[config.mk]
export PLATFORM = sky130hd
export DESIGN_NAME = coproc_host_master_flat
export DESIGN_NICKNAME = d
export VERILOG_FILES = /design/src/rtl/coproc_host_if.sv /design/src/rtl/coproc_host_master.sv /design/src/flat_wrapper.sv
export SDC_FILE = /design/constraint.sdc
export NUM_CORES = 1
export LEC_CHECK = 0
export BUFFER_PORTS_ARGS = -buffer_cell sky130_fd_sc_hd__buf_2
export CAP_MARGIN = 20
export CELL_PAD_IN_SITES_DETAIL_PLACEMENT = 0
export CELL_PAD_IN_SITES_GLOBAL_PLACEMENT = 1
export CORE_MARGIN = 5
export CORE_UTILIZATION = 25
export CTS_CLUSTER_DIAMETER = 40
export DETAILED_ROUTE_END_ITERATION = 8
export GPL_ROUTABILITY_DRIVEN = 1
export PLACE_DENSITY = 0.61
export SLEW_MARGIN = 30
export SYNTH_ARGS = -nofsm -noshare
export SYNTH_HDL_FRONTEND = slang
export SYNTH_SLANG_ARGS = --single-unit
[constraint.sdc]
create_clock -name clock -period 24.8 [get_ports clock]
set_input_delay 4.96 -clock clock [delete_from_list [all_inputs] [get_ports clock]]
set_output_delay 4.96 -clock clock [all_outputs]
set_load 0.02 [all_outputs]
[src/rtl/coproc_host_if.sv]
// Request/response and coprocessor word bus for the host-side initiator.
interface coproc_host_if;
  logic         req_valid;
  logic         req_ready;
  logic         req_write;
  logic [3:0]   req_sel;
  logic [255:0] req_wdata;
  logic         rsp_valid;
  logic [255:0] rsp_rdata;
  logic [31:0]  instruct;
  logic [31:0]  coproc_out;
  logic         busy;

  modport master (
    input  req_valid, req_write, req_sel, req_wdata, coproc_out,
    output req_ready, rsp_valid, rsp_rdata, instruct, busy
  );

  modport slave (
    output req_valid, req_write, req_sel, req_wdata, coproc_out,
    input  req_ready, rsp_valid, rsp_rdata, instruct, busy
  );
endinterface

[src/rtl/coproc_host_master.sv]
// Host-side initiator: serialises one register request into a header word
// followed by data words (write) or result captures (read), and reassembles
// read words into a 256-bit response.
module coproc_host_master #(
  parameter int READ_LATENCY = 2,  // 1..7
  parameter int POST_GAP     = 2   // 1..7
) (
  input  logic          clock,
  input  logic          reset,
  coproc_host_if.master bus
);

  typedef enum logic [2:0] {
    S_IDLE, S_HDR, S_WDATA, S_RWAIT, S_RDATA, S_RSP, S_GAP
  } state_t;

  state_t             r_state, w_next;
  logic               r_write;
  logic [3:0]         r_sel;
  logic [2:0]         r_last;   // N-1, so N=8 is 7 rather than aliasing to 0
  logic [2:0]         r_cnt;
  logic [7:0][31:0]   r_wdata;
  logic [7:0][31:0]   r_rdata;
  logic [31:0]        w_instruct;
  logic               w_accept;

  // Index of the last word for each register: N(sel)-1.
  function automatic logic [2:0] last_idx(input logic [3:0] sel);
    case (sel)
      4'd0, 4'd1, 4'd2, 4'd4, 4'd8, 4'd9: last_idx = 3'd3;
      4'd5, 4'd6:                         last_idx = 3'd7;
      4'd12, 4'd13, 4'd14:                last_idx = 3'd4;
      default:                            last_idx = 3'd0;
    endcase
  endfunction

  assign w_accept = bus.req_valid && (r_state == S_IDLE) && !reset;

  // State register.
  always_ff @(posedge clock or posedge reset) begin
    if (reset) r_state <= S_IDLE;
    else       r_state <= w_next;
  end

  // Next-state and word-bus output decode.
  always_comb begin
    w_next     = r_state;
    w_instruct = '0;
    case (r_state)
      S_IDLE:  if (w_accept) w_next = S_HDR;
      S_HDR: begin
        w_instruct = {r_write, 27'b0, r_sel};
        if (r_write)                w_next = S_WDATA;
        else if (READ_LATENCY == 1) w_next = S_RDATA;
        else                        w_next = S_RWAIT;
      end
      S_WDATA: begin
        w_instruct = r_wdata[r_cnt];
        if (r_cnt == r_last) w_next = S_GAP;
      end
      // Waits READ_LATENCY-1 cycles so the first capture lands at H+READ_LATENCY.
      S_RWAIT: if (r_cnt == 3'(READ_LATENCY - 2)) w_next = S_RDATA;
      S_RDATA: if (r_cnt == r_last) w_next = S_RSP;
      S_RSP:   w_next = S_GAP;
      S_GAP:   if (r_cnt == 3'(POST_GAP - 1)) w_next = S_IDLE;
      default: w_next = S_IDLE;
    endcase
  end

  // Shared phase counter: restarts on every state change, holds while idle.
  always_ff @(posedge clock or posedge reset) begin
    if (reset)                 r_cnt <= '0;
    else if (w_next != r_state) r_cnt <= '0;
    else if (r_state != S_IDLE) r_cnt <= r_cnt + 3'd1;
  end

  // Request latch and read-word reassembly; unused read words stay cleared.
  always_ff @(posedge clock or posedge reset) begin
    if (reset) begin
      r_write <= 1'b0;
      r_sel   <= '0;
      r_last  <= '0;
      r_wdata <= '0;
      r_rdata <= '0;
    end else if (w_accept) begin
      r_write <= bus.req_write;
      r_sel   <= bus.req_sel;
      r_last  <= last_idx(bus.req_sel);
      r_wdata <= bus.req_wdata;
      if (!bus.req_write) r_rdata <= '0;
    end else if (r_state == S_RDATA) begin
      r_rdata[r_cnt] <= bus.coproc_out;
    end
  end

  assign bus.req_ready = (r_state == S_IDLE) && !reset;
  assign bus.busy      = (r_state != S_IDLE);
  assign bus.rsp_valid = (r_state == S_RSP);
  assign bus.rsp_rdata = r_rdata;
  assign bus.instruct  = w_instruct;

endmodule

[src/flat_wrapper.sv]
// flat-port wrapper written by rule: the top's interface ports become plain ports
module coproc_host_master_flat 
#(
  parameter int READ_LATENCY = 2,         
  parameter int POST_GAP     = 2          
)
  (clock, reset, bus_req_valid, bus_req_write, bus_req_sel, bus_req_wdata, bus_coproc_out, bus_req_ready, bus_rsp_valid, bus_rsp_rdata, bus_instruct, bus_busy);
  coproc_host_if bus_i ();
  input  logic clock;
  input  logic reset;
  input wire logic [$bits(bus_i.req_valid)-1:0] bus_req_valid;
  input wire logic [$bits(bus_i.req_write)-1:0] bus_req_write;
  input wire logic [$bits(bus_i.req_sel)-1:0] bus_req_sel;
  input wire logic [$bits(bus_i.req_wdata)-1:0] bus_req_wdata;
  input wire logic [$bits(bus_i.coproc_out)-1:0] bus_coproc_out;
  output wire logic [$bits(bus_i.req_ready)-1:0] bus_req_ready;
  output wire logic [$bits(bus_i.rsp_valid)-1:0] bus_rsp_valid;
  output wire logic [$bits(bus_i.rsp_rdata)-1:0] bus_rsp_rdata;
  output wire logic [$bits(bus_i.instruct)-1:0] bus_instruct;
  output wire logic [$bits(bus_i.busy)-1:0] bus_busy;
  assign bus_i.req_valid = bus_req_valid;
  assign bus_i.req_write = bus_req_write;
  assign bus_i.req_sel = bus_req_sel;
  assign bus_i.req_wdata = bus_req_wdata;
  assign bus_i.coproc_out = bus_coproc_out;
  assign bus_req_ready = bus_i.req_ready;
  assign bus_rsp_valid = bus_i.rsp_valid;
  assign bus_rsp_rdata = bus_i.rsp_rdata;
  assign bus_instruct = bus_i.instruct;
  assign bus_busy = bus_i.busy;
  coproc_host_master #(.READ_LATENCY(READ_LATENCY), .POST_GAP(POST_GAP)) u_core (.clock(clock), .reset(reset), .bus(bus_i));
endmodule
==> summary.md <==
| Metric | Value |
|---|---|
| Synth Area in Compound Gates | roughly 15% |
| Critical path's most frequent cell | buf_2 |
| Wire per inst | between 20 and 25 um |
| Synth Instances | 2,073 |
| Fin crit share | 41.8% |
| Leak | roughly 0.015 uW |
| Nets | 2,909 |
| GR Util met2 | 30.3% |
| Reg clk slew, reported paths | 0.05 ns |
| Die Y | 304 um |
| Final core occ | around a third |
| Final worst slack | 14.42 ns |
| Final Setup Violations | 0 |
| Switching power | 1490 uW |
| Core Region | 0.0863 sq mm |
| Combinational fraction of design power | roughly a third |
| CP endpoint kind | primary output |
| Area of the mapped netlist | 0.0217 sq mm |
| Largest net degree at the start of global routing | approximately 120 |
| Gpl congestion | 0.827 |
| Max Freq | around 96 MHz |
| Drc violations | 0 |
| Global route overflow | 0 |
| Relative slew margins | 34.7% |
| Row count | 108 |
| XOR/XNOR share of the synthesized area | 0.162% |
| Number of vias in the routed layout | 18,202 |
| Max-Cap Viols | 0 |
| Yosys Warn Count | 0 |
| Power consumption | 4010 uW |
| Iter 0 DRT Violations | 1,213 |
| Antenna viol nets, final | 0 |
| Sequential Power Share | approximately 36% |
| Min Hold Slack | 0.465 ns |
| Clk root buf | clkbuf_16 |
| Pins Over Slew Limit | 0 |
| Initial antenna violation count | 22 |
| Post-DP HPWL | roughly 60,000 um |
| Power per standard cell area | about 140 mW/mm^2 |
| Post-CTS Hold Fix Bufs | 0 |
| Clk_lat worst skew | around 0.63 ns |
| GR Util met3 | 5.20% |
| EDFF count, synth | 0 |
| Global route hottest layer | met2 |
| Min-Delay Path Class | flip-flop to flip-flop |
| Reg2Reg Setup Slack | 21.33 ns |
| Worst-path cell chain | buf_2, nor2_1, buf_2 |
| WP data arrival | 5.42 ns |
| Leading area contributor after synthesis | dfrtp_1 |
| Synth Area in Simple Gates | 16.4% |
| Startpoint types | input pin |
| CTS tree | done |
| Chip width | 304 um |
| Hold Fails Final Rpt | 0 |
| Clock buffers created by TritonCTS | 91 |
| FF/Latch Area | about 0.013 sq mm |
| Global-route wire length before repair | between 100,000 and 150,000 um |
| Maximum vdd drop | between 60 and 70 uV |
| Layout cell share with drive strength beyond 1 | 31.4% |
| Mux share of post-synthesis cell area | 3.93% |
| CP required | about 20 ns |
| Postcts setup bufs | 0 |
| Synth-to-Final Area Change | 33.8% |
| Outcome | finished, final reports clean |
| Vias per cell | 4.73 |
| Yosys top cell area share | 60.6% |
| Vias in the first global route | 19,401 |
| Initial Util | 25.1% |
| Yosys cell types | 57 |
| Post-route setup TNS | 0 ns |
| Pre-CTS setup slack | 14.41 ns |
| Clock Tree Buf Depth | 3 |
| Cell with the most instances after synthesis | nand2_1 |
| Post-synthesis adder-cell area fraction | 0.231% |
| Clk_skew | 0.0232 ns |
| Top cells by area, synth | dfrtp_1 (61%), nand2_1 (14%), a22o_1 (11%), mux4_2 (2.1%), buf_2 (1.6%) |
| IO Port Bufs | between 500 and 600 |
| Syn Area/Cell | 10.5 sq um |
| H-tree Lvls | 3 |
| Switching Fraction | 37.1% |
| GRT Util Overall | 18.0% |
| Worst slew pin tran | 0.977 ns |
| Synth cell count leaders | nand2_1 (821), dfrtp_1 (525), a22o_1 (260) |
| Worst path max stage delay | 0.18 ns |
| Asr flop ratio synth | 100% |
| TritonRoute pass-1 iters | 5 |
| Clk network pwr share | 32.2% |
| Sink Count | between 500 and 600 |
| Die ar. | approximately 0.09 sq mm |
| Io pins | 587 |
| RSZ-0062 raised after global routing | no |
| GR Util met1 | 22.9% |
| Post-cts sizing count | 0 |
| Post-synth top flop | dfrtp_1 |
| Slowest-stage cell, CP | buf_2 |
| Crit-path max FO | 3 |
| Pint | roughly 2500 uW |
| Mapped Nets | 2,373 |
| Largest family of logic cells by synthesized area | simple AND/OR/NAND/NOR gates |
| #FFs+latches synth | 525 |
| Crit path kind | input pin to primary output |
| Multi-input logic area | 0.00785 sq mm |
| Register area share after synthesis | 60.6% |
| Final WL | 86,600 um |
| Post-route minimum period | 10.38 ns |
| Fillers | 8,883 |
[critical path: cells and delay by family]
kind / cells / cell delay, ns
buffers and inverters: 2 / 0.33
and+or+nand+nor: 1 / 0.12
[logic make-up (layout without fill, tap and decap cells)]
group,count (synthesis),after routing
buffers and inverters,186,795
and+or+nand+nor,903,903
AOI/OAI and AO/OA,393,393
DFF,525,525
other,0,9
xor gates and xnor gates,4,4
muxes,58,58
adders and majority gates,4,4
[cells in the final DEF (no fill, tap or decap), types with 9 or more instances in the layout]
cell,n
mux2_2,17
a22oi_1,23
clkinv_4,10
buf_2,586
clkinvlp_4,13
dfrtp_1,522
a221oi_1,19
clkbuf_1,12
nor2_1,27
clkbuf_8,9
mux4_2,20
mux2i_1,21
nand2_1,820
bufinv_16,12
a21oi_1,29
a22o_1,260
buf_4,25
diode_2,9
clkbuf_16,91
[stage by stage]
| step | cell area [sq um] | std cells |
|---|---|---|
| 2_1_floorplan | 21700 | 2073 |
| 3_3_place_gp | 25600 | 3667 |
| 3_5_place_dp | 25700 | 3670 |
| 4_1_cts | 28900 | 3836 |
| 5_1_grt | 29000 | 3837 |
| 6_report | 29000 | 3846 |
[power groups by stage]
stage	registers, uW	clock network [uW]	logic (uW)
6_report	1430	1290	1280
5_1_grt	1480	1360	1410
4_1_cts	1430	1320	1310
3_5_place_dp	1440	0	1310
3_3_place_gp	1430	0	1290
2_1_floorplan	1530	0	708
[path summary, 6_finish.rpt]
| kind | from | endpoint | cells past startpoint |
|---|---|---|---|
| hold / removal | u_core.r_wdata[131] | u_core.r_wdata[131] | 2 |
| max in group asynchronous | reset | u_core.r_wdata[107] | 5 |
| hold reg to reg | u_core.r_wdata[131] | u_core.r_wdata[131] | 2 |
| min in group asynchronous | reset | u_core.bus.rsp_rdata[41] | 2 |
| setup / recovery | reset | bus_req_ready | 3 |
| setup reg to reg | u_core.r_state[1] | u_core.r_wdata[107] | 6 |
[sequential cells by signal, indices dropped and copies added, names as in the netlist]
signal,cells
u_core.bus.rsp_rdata,256
u_core.r_wdata,256
u_core.r_sel,4
u_core.r_cnt,3
u_core.r_state,3
u_core.r_last,2
u_core.r_write,1
[layer usage]
layer  wire (um)  vias to the layer above
li1            -                     8207
met1       36200                     9118
met2       41700                      721
met3        6530                      136
met4        1980                       20
met5         150                        -
[layout make-up]
type                    instances  area share, %
diodes                          9         0.0777
multi-input cells            1362           27.1
well taps                    1155           4.99
flip-flops and latches        525           45.4
inverters                       7          0.117
clock inverters                54           2.53
clock buffers                 112           8.44
repair buffers                622           11.4
Note: power is estimated with default switching activity, not from simulation.
